===== config.mk =====
export PLATFORM = sky130hd
export DESIGN_NAME = reg_file_mp_flat
export DESIGN_NICKNAME = d
export VERILOG_FILES = /design/src/rtl/reg_file_pkg.sv /design/src/rtl/reg_file_mp_if.sv /design/src/rtl/reg_file_rd_port.sv /design/src/rtl/reg_file_mp.sv /design/src/flat_wrapper.sv
export SDC_FILE = /design/constraint.sdc
export NUM_CORES = 1
export LEC_CHECK = 0
export BUFFER_PORTS_ARGS = -buffer_cell sky130_fd_sc_hd__buf_2
export CORE_ASPECT_RATIO = 0.9
export CORE_MARGIN = 1
export CORE_UTILIZATION = 44
export CTS_CLUSTER_SIZE = 10
export DETAILED_ROUTE_END_ITERATION = 10
export SYNTH_ARGS = -nofsm -noshare
export SYNTH_HDL_FRONTEND = slang
export SYNTH_SLANG_ARGS = --single-unit

===== constraint.sdc =====
create_clock -name clk0 -period 3.35 [get_ports clk0]
set_input_delay 0.1675 -clock clk0 [delete_from_list [all_inputs] [get_ports clk0]]
set_output_delay 0.1675 -clock clk0 [all_outputs]
set_load 0.01 [all_outputs]

===== src/rtl/reg_file_pkg.sv =====
// Shared constants and types for the multi-port CPU register file.
package reg_file_pkg;

  localparam int REG_WIDTH  = 16;
  localparam int REG_ADDR_W = 3;

  typedef logic [REG_WIDTH-1:0]  reg_word_t;
  typedef logic [REG_ADDR_W-1:0] reg_addr_t;

  function automatic int reg_depth(input int addr_w);
    return 1 << addr_w;
  endfunction

  localparam int REG_DEPTH = reg_depth(REG_ADDR_W);

endpackage


===== src/rtl/reg_file_mp_if.sv =====
// Read/write port bundle of the register file; ports are flattened, port p at [p*W +: W].
interface reg_file_mp_if
  import reg_file_pkg::*;
#(
  parameter int WIDTH  = REG_WIDTH,
  parameter int ADDR_W = REG_ADDR_W,
  parameter int NRD    = 2,
  parameter int NWR    = 2
);

  logic [NRD-1:0]        rd_en;
  logic [NRD*ADDR_W-1:0] rd_addr;
  logic [NRD*WIDTH-1:0]  rd_data;
  logic [NRD-1:0]        rd_valid;
  logic [NWR-1:0]        wr_en;
  logic [NWR*ADDR_W-1:0] wr_addr;
  logic [NWR*WIDTH-1:0]  wr_data;

  modport master (
    output rd_en, rd_addr, wr_en, wr_addr, wr_data,
    input  rd_data, rd_valid
  );

  modport slave (
    input  rd_en, rd_addr, wr_en, wr_addr, wr_data,
    output rd_data, rd_valid
  );

endinterface


===== src/rtl/reg_file_rd_port.sv =====
// One registered read port: array mux plus write-first bypass, 1-cycle latency, no stall.
// REG_FILE_ZERO_REG_EN forces address 0 to read as zero.
module reg_file_rd_port
  import reg_file_pkg::*;
#(
  parameter int WIDTH  = REG_WIDTH,
  parameter int ADDR_W = REG_ADDR_W,
  parameter int NWR    = 2,
  parameter int DEPTH  = reg_depth(ADDR_W)
) (
  input  logic                  clk0,
  input  logic                  rst0_n,
  input  logic                  en,
  input  logic [ADDR_W-1:0]     addr,
  input  logic [WIDTH-1:0]      mem [DEPTH],
  input  logic [NWR-1:0]        wr_en,
  input  logic [NWR*ADDR_W-1:0] wr_addr,
  input  logic [NWR*WIDTH-1:0]  wr_data,
  output logic [WIDTH-1:0]      data,
  output logic                  valid
);

  logic [WIDTH-1:0] data_nxt;

  // Ascending scan so the highest-index matching write port wins.
  always_comb begin
    data_nxt = mem[addr];
    for (int w = 0; w < NWR; w++) begin
      if (wr_en[w] && (wr_addr[w*ADDR_W +: ADDR_W] == addr)) begin
        data_nxt = wr_data[w*WIDTH +: WIDTH];
      end
    end
`ifdef REG_FILE_ZERO_REG_EN
    if (addr == '0) begin
      data_nxt = '0;
    end
`endif
  end

  always_ff @(posedge clk0 or negedge rst0_n) begin
    if (!rst0_n) begin
      data  <= '0;
      valid <= 1'b0;
    end else begin
      valid <= en;
      if (en) begin
        data <= data_nxt;
      end
    end
  end

endmodule


===== src/rtl/reg_file_mp.sv =====
// Multi-port register file: storage array and write logic, NRD registered read ports.
// REG_FILE_ZERO_REG_EN hardwires register 0 to zero.
module reg_file_mp
  import reg_file_pkg::*;
#(
  parameter int WIDTH  = REG_WIDTH,
  parameter int ADDR_W = REG_ADDR_W,
  parameter int NRD    = 2,
  parameter int NWR    = 2
) (
  input logic          clk0,
  input logic          rst0_n,
  reg_file_mp_if.slave bus
);

  localparam int DEPTH = reg_depth(ADDR_W);

  logic [WIDTH-1:0] mem      [DEPTH];
  logic [WIDTH-1:0] rd_dat_a [NRD];
  logic [NRD-1:0]   rd_vld_a;

  // Later ports overwrite earlier ones at the same address.
  always_ff @(posedge clk0 or negedge rst0_n) begin
    if (!rst0_n) begin
      for (int i = 0; i < DEPTH; i++) begin
        mem[i] <= '0;
      end
    end else begin
      for (int w = 0; w < NWR; w++) begin
        if (bus.wr_en[w]) begin
`ifdef REG_FILE_ZERO_REG_EN
          if (bus.wr_addr[w*ADDR_W +: ADDR_W] != '0)
`endif
            mem[bus.wr_addr[w*ADDR_W +: ADDR_W]] <= bus.wr_data[w*WIDTH +: WIDTH];
        end
      end
    end
  end

  for (genvar p = 0; p < NRD; p++) begin : g_rd
    reg_file_rd_port #(
      .WIDTH  (WIDTH),
      .ADDR_W (ADDR_W),
      .NWR    (NWR),
      .DEPTH  (DEPTH)
    ) u_rd_port (
      .clk0    (clk0),
      .rst0_n  (rst0_n),
      .en      (bus.rd_en[p]),
      .addr    (bus.rd_addr[p*ADDR_W +: ADDR_W]),
      .mem     (mem),
      .wr_en   (bus.wr_en),
      .wr_addr (bus.wr_addr),
      .wr_data (bus.wr_data),
      .data    (rd_dat_a[p]),
      .valid   (rd_vld_a[p])
    );
  end

  always_comb begin
    bus.rd_data = '0;
    for (int p = 0; p < NRD; p++) begin
      bus.rd_data[p*WIDTH +: WIDTH] = rd_dat_a[p];
    end
  end

  assign bus.rd_valid = rd_vld_a;

endmodule


===== src/flat_wrapper.sv =====
// flat-port wrapper written by rule: the top's interface ports become plain ports
module reg_file_mp_flat import reg_file_pkg::*;
#(
  parameter int WIDTH  = REG_WIDTH,
  parameter int ADDR_W = REG_ADDR_W,
  parameter int NRD    = 2,
  parameter int NWR    = 2
)
  (clk0, rst0_n, bus_rd_en, bus_rd_addr, bus_wr_en, bus_wr_addr, bus_wr_data, bus_rd_data, bus_rd_valid);
  reg_file_mp_if #(.WIDTH(WIDTH), .ADDR_W(ADDR_W), .NRD(NRD), .NWR(NWR)) bus_i ();
  input logic clk0;
  input logic rst0_n;
  input wire logic [$bits(bus_i.rd_en)-1:0] bus_rd_en;
  input wire logic [$bits(bus_i.rd_addr)-1:0] bus_rd_addr;
  input wire logic [$bits(bus_i.wr_en)-1:0] bus_wr_en;
  input wire logic [$bits(bus_i.wr_addr)-1:0] bus_wr_addr;
  input wire logic [$bits(bus_i.wr_data)-1:0] bus_wr_data;
  output wire logic [$bits(bus_i.rd_data)-1:0] bus_rd_data;
  output wire logic [$bits(bus_i.rd_valid)-1:0] bus_rd_valid;
  assign bus_i.rd_en = bus_rd_en;
  assign bus_i.rd_addr = bus_rd_addr;
  assign bus_i.wr_en = bus_wr_en;
  assign bus_i.wr_addr = bus_wr_addr;
  assign bus_i.wr_data = bus_wr_data;
  assign bus_rd_data = bus_i.rd_data;
  assign bus_rd_valid = bus_i.rd_valid;
  reg_file_mp #(.WIDTH(WIDTH), .ADDR_W(ADDR_W), .NRD(NRD), .NWR(NWR)) u_core (.clk0(clk0), .rst0_n(rst0_n), .bus(bus_i));
endmodule

# Yosys cells after proc, flatten, opt, wreduce, memory -nomap -nowiden
# Index checks and enable logic that the tools add are counted.
dict set report op_classes {
  n_reduce_logical 6
  order_cmp 6
  n_bitwise 4
  mux 18
  eq_ne 4
}
# operator count
set ops {}
lappend ops {{bitwise mux 128 bit} 2}
lappend ops {{two-way mux 128 bit} 2}
lappend ops {{two-way mux 16 bit} 10}
lappend ops {{binary-select mux 16 bit (select 3 bit)} 2}
lappend ops {{demux 16 bit (select 3 bit)} 2}
lappend ops {{greater-or-equal comparator 4 bit (second input constant)} 4}
lappend ops {{NOT 3 -> 4 bit} 4}
lappend ops {{equality test 3 bit} 4}
lappend ops {{less-than comparator 4 x 1 -> 1 bit (second input constant)} 2}
lappend ops {{logical AND 1 bit} 6}
dict set report totals {
  input_bits 50
  out_inout_bits 34
  register_bits 162
}

# Logic depth before layout (Yosys ltp)
dict set report depth {
  word_depth 9
  depth_mapped 7
  ltp_nobuf 4
}

# Modules after synthesis
# Synthesis repeated with hierarchy kept, for this count alone.
dict set report unflattened {
  hier_cells 911
  area_unflattened_um2 10457.5
}
# mod seq_area_each_um2 instances cells_per_inst area_each_um2
set modules_own_cells {}
lappend modules_own_cells {reg_file_mp 3203.1 1 599 6298.5}
lappend modules_own_cells {reg_file_rd_port 425.4 2 156 2079.5}

# Least setup slack after synthesis
# No wires, ideal clock.
dict set report synth_timing {
  kind {input port to flip-flop}
  start {in bus_rd_addr[2]}
  end {reg u_core.g_rd[0].u_rd_port.data[0]}
  arrival_time_ns 1.419
  required_ns 3.209
  path_buffers 2
  path_slack_ns 1.790
  cell_stages 6
  path_cell_list {buf_6 -> buf_6 -> mux4_1 -> mux2_2 -> mux2i_1 -> a31oi_1}
}
dict set report synth_between {
  elab_chain_cells 6
  elab_cells_between_ends 10
}
# element line
set synth_lines {}
lappend synth_lines {{from (decl)} flat_wrapper.sv:14} ;# input wire logic [$bits(bus_i.rd_addr)-1:0] bus_rd_addr;
lappend synth_lines {{NOT 3 -> 4 bit (not written as such)} reg_file_rd_port.sv:27} ;# data_nxt = mem[addr];
lappend synth_lines {{binary-select mux 16 bit (select 3 bit)} reg_file_rd_port.sv:27}
lappend synth_lines {{two-way mux 16 bit (not written as such) (2 in series)} reg_file_rd_port.sv:27}
lappend synth_lines {{two-way mux 16 bit} reg_file_rd_port.sv:29} ;# if (wr_en[w] && (wr_addr[w*ADDR_W +: ADDR_W] == addr)) begin
lappend synth_lines {{two-way mux 16 bit *} reg_file_rd_port.sv:29}
lappend synth_lines {{to (signal assigned)} reg_file_rd_port.sv:47} ;# data <= data_nxt;
lappend synth_lines {{to (decl)} reg_file_rd_port.sv:19} ;# output logic [WIDTH-1:0] data,
# Mark *: on every way between the ends. The rest lies on a longest branch, timed or not. The select of a mux whose other input is x is not followed.
# A chain may end at the register's enable or synchronous reset.

# Final worst setup path
dict set report layout_timing {
  start {in bus_rd_addr[5]}
  end {reg u_core.g_rd[1].u_rd_port.data[1]}
}
dict set report layout_between {
  elab_chain_cells 6
  elab_cells_between_ends 10
}
# element line
set layout_lines {}
lappend layout_lines {{NOT 3 -> 4 bit (not written as such)} reg_file_rd_port.sv:27}
lappend layout_lines {{binary-select mux 16 bit (select 3 bit)} reg_file_rd_port.sv:27}
lappend layout_lines {{two-way mux 16 bit (not written as such) (2 in series)} reg_file_rd_port.sv:27}
lappend layout_lines {{two-way mux 16 bit} reg_file_rd_port.sv:29}
lappend layout_lines {{two-way mux 16 bit *} reg_file_rd_port.sv:29}
lappend layout_lines {{to (signal assigned)} reg_file_rd_port.sv:47}
lappend layout_lines {{to (decl)} reg_file_rd_port.sv:19}
# Marked as above.

==> results.toml <==
[timing]
layout_setup_ws_ps = 1440
fmax_mhz = 524
slew_headroom_pct = 28.3
layout_worst_path_cycle_share_pct = 57.0
drv_slew = 0
period_needed_ps = 1910
setup_tns_ps = 0
setup_viol = 0
tightest_slew_ps = 1070
rsz0062_at_grt = "false"
hold_viol = 0
worst_clock_skew_ps = 7.88

[layout]
final_cell_count_no_fill = 1253
final_area_mm2 = 0.0114
area_growth_pct = 11.2
final_common_cell = "dfrtp_1"
most-common-layout-cells = "dfrtp_1, mux2i_1, buf_2"
drive_above_1_share_pct = 21.1
nNetsFinal = 993
antenna_cells = 0

[worst_setup_path]
crit_fanout = 19
cp_data_required_time_ps = 3610
endpoint_kind = "register"
critPathMaxStageDelay_ps = 550
cp_cell_sequence = "buf_2, xnor2_1, nand4_2, buf_4, mux2i_1, a31oi_1"
cp_slowest_cell = "nand4_2"
cp-start-kind = "input pin"
crit_type = "input pin to register"
cp.arrival_ps = 2170

[pwr]
vdd_drop_max_mv = 0.409
leakage_nw = 5.10
p_total_mw = 6.39
powerDensity_mw_per_mm2 = 560

[clock_network]
clk_latency_ps = 430
h-tree-depth = 4
cts_tree = "yes"
clk_path_buf_depth = 2
numCtsBuffers = 17
root_buffer = "clkbuf_16"
cts_resized = 0
ctsHoldBuffers = 1
path_clk_slew_ps = 70
cts.sinks = 162
post_cts_buffers = 0

[logic_synthesis]
synthesis.nets = 973
syn_area_mm2 = 0.0103
ys_warn_count = 0
synth-seq-area-share_pct = 39.5
ys_ff_latch = 162
synth.distinct_cells = 27
netlist_instances = 923
syn_avg_cell_area_um2 = 11.1

[grt]
grt_max_degree = 73
grt_pass1_vias = 7289
antenna_found_initial = 0
grt_pass1_wl_mm = 46.4
track_usage_pct = 26.5
grt.overflow.total = 0

[placement]
hpwl_mm = 19.7
io_buffers = 83
placed_cell_area_mm2 = 0.0108
gp_congestion = 0.815
place_inst = 1220
dp_worst_setup_slack_ps = 1040

[die]
die_x_um = 163
ios = 84
start_util_pct = 45.2
rows = 52
die-area_mm2 = 0.0240
dieHeight_um = 147
core_area_mm2 = 0.0227

[route]
drtAntennaViolNets = 0
vias_per_cell = 6.04
routed_wirelength_mm = 30.8
wl_per_cell_um = 24.6
num_vias = 7567
firstDrtPassIters = 5
drc = 0
initialDrtViolationCount = 656

[min_path]
hold_path.class = "input pin to register"

[run_status]
status = "completed"

[flow_run]
maxCapViolCount = 0
-- flip-flops by register name, indices dropped and copies added, names as in the netlist --
| register | cells |
|---|---|
| u_core.mem | 128 |
| u_core.g_rd.u_rd_port.data | 32 |
| u_core.g_rd.u_rd_port.valid | 2 |
-- metrics by stage --
stage                     util, %  hold slack (ps)
after global placement       47.5              247
final                        50.3             68.3
after global routing         50.3             63.9
after detailed placement     47.5              245
after floorplan                 -             -128
after CTS                    50.3             49.7
-- final timing paths --
kind	startpoint	endpoint	slack, ps	cells after the start
worst max-delay path	bus_rd_addr[5]	u_core.g_rd[1].u_rd_port.data[1]	1440	6
worst min-delay path	bus_wr_data[29]	u_core.mem[61]	70	3
worst max register to register	u_core.mem[34]	u_core.g_rd[1].u_rd_port.data[2]	1570	4
worst min register to register	u_core.mem[123]	u_core.mem[123]	570	2
max in group asynchronous	rst0_n	u_core.mem[7]	2200	3
min in group asynchronous	rst0_n	u_core.mem[65]	330	2
-- cells in the mapped netlist --
master,count,area [µm²]
nor2_1,64,240
nor3_1,2,10.0
nand2b_4,1,13.8
o22ai_1,32,200
a31oi_1,32,200
nor3_4,1,16.3
buf_2,20,100
buf_4,10,75.1
nand2_1,66,248
nand2b_1,33,206
clkbuf_1,72,270
dfrtp_1,162,4050
o21ai_1,18,90.1
o21ai_0,46,230
mux4_1,54,1420
buf_1,4,15.0
mux2i_1,160,1600
buf_6,11,124
nand4b_1,6,52.6
nand4_2,2,25.0
mux4_2,10,225
nand4_1,4,25.0
a21oi_1,64,320
xnor2_1,12,105
mux2_2,32,360
nor3_2,1,10.0
nor3b_1,4,30.0
-- critical path: cells and delay by family --
| kind | cells | cell delay, ps |
|---|---|---|
| AOI/OAI and AO/OA | 1 | 100 |
| xor gates and xnor gates | 1 | 210 |
| buffers and inverters | 2 | 960 |
| muxes | 1 | 160 |
| and+or+nand+nor | 1 | 550 |
-- metal layers --
| metal | track usage (%) | up-vias | wire, µm |
|---|---|---|---|
| li1 | - | 3479 | - |
| met1 | 36.2 | 3731 | 13500 |
| met2 | 42.6 | 318 | 14400 |
| met3 | 5.42 | 39 | 2320 |
| met4 | 7.43 | 0 | 524 |
| met5 | 0 | - | 0 |
-- power by group --
group          internal, mW  total (mW)  switching (mW)
Clock                  1.20        2.06           0.856
Sequential             2.40        2.75           0.349
Combinational         0.854        1.58           0.730
Total                  4.46        6.39            1.93
-- kinds of logic (layout without fill, tap and decap cells) --
logic type | count (synthesis) | count (layout) | synth area share, %
mux | 256 | 256 | 35.1
compound gates | 192 | 192 | 10.1
simple gates | 184 | 184 | 8.54
flops | 162 | 162 | 39.5
buf+inv | 117 | 150 | 5.69
xor+xnor | 12 | 12 | 1.02
-- final cells by class --
type                    instances  area (µm²)
repair buffers                118         712
well taps                     297         372
clock inverters                14         176
multi-input cells             644        5670
clock buffers                  18         439
flip-flops and latches        162        4050
fillers                      1993       11300
Power figures use the tool's default switching activity.
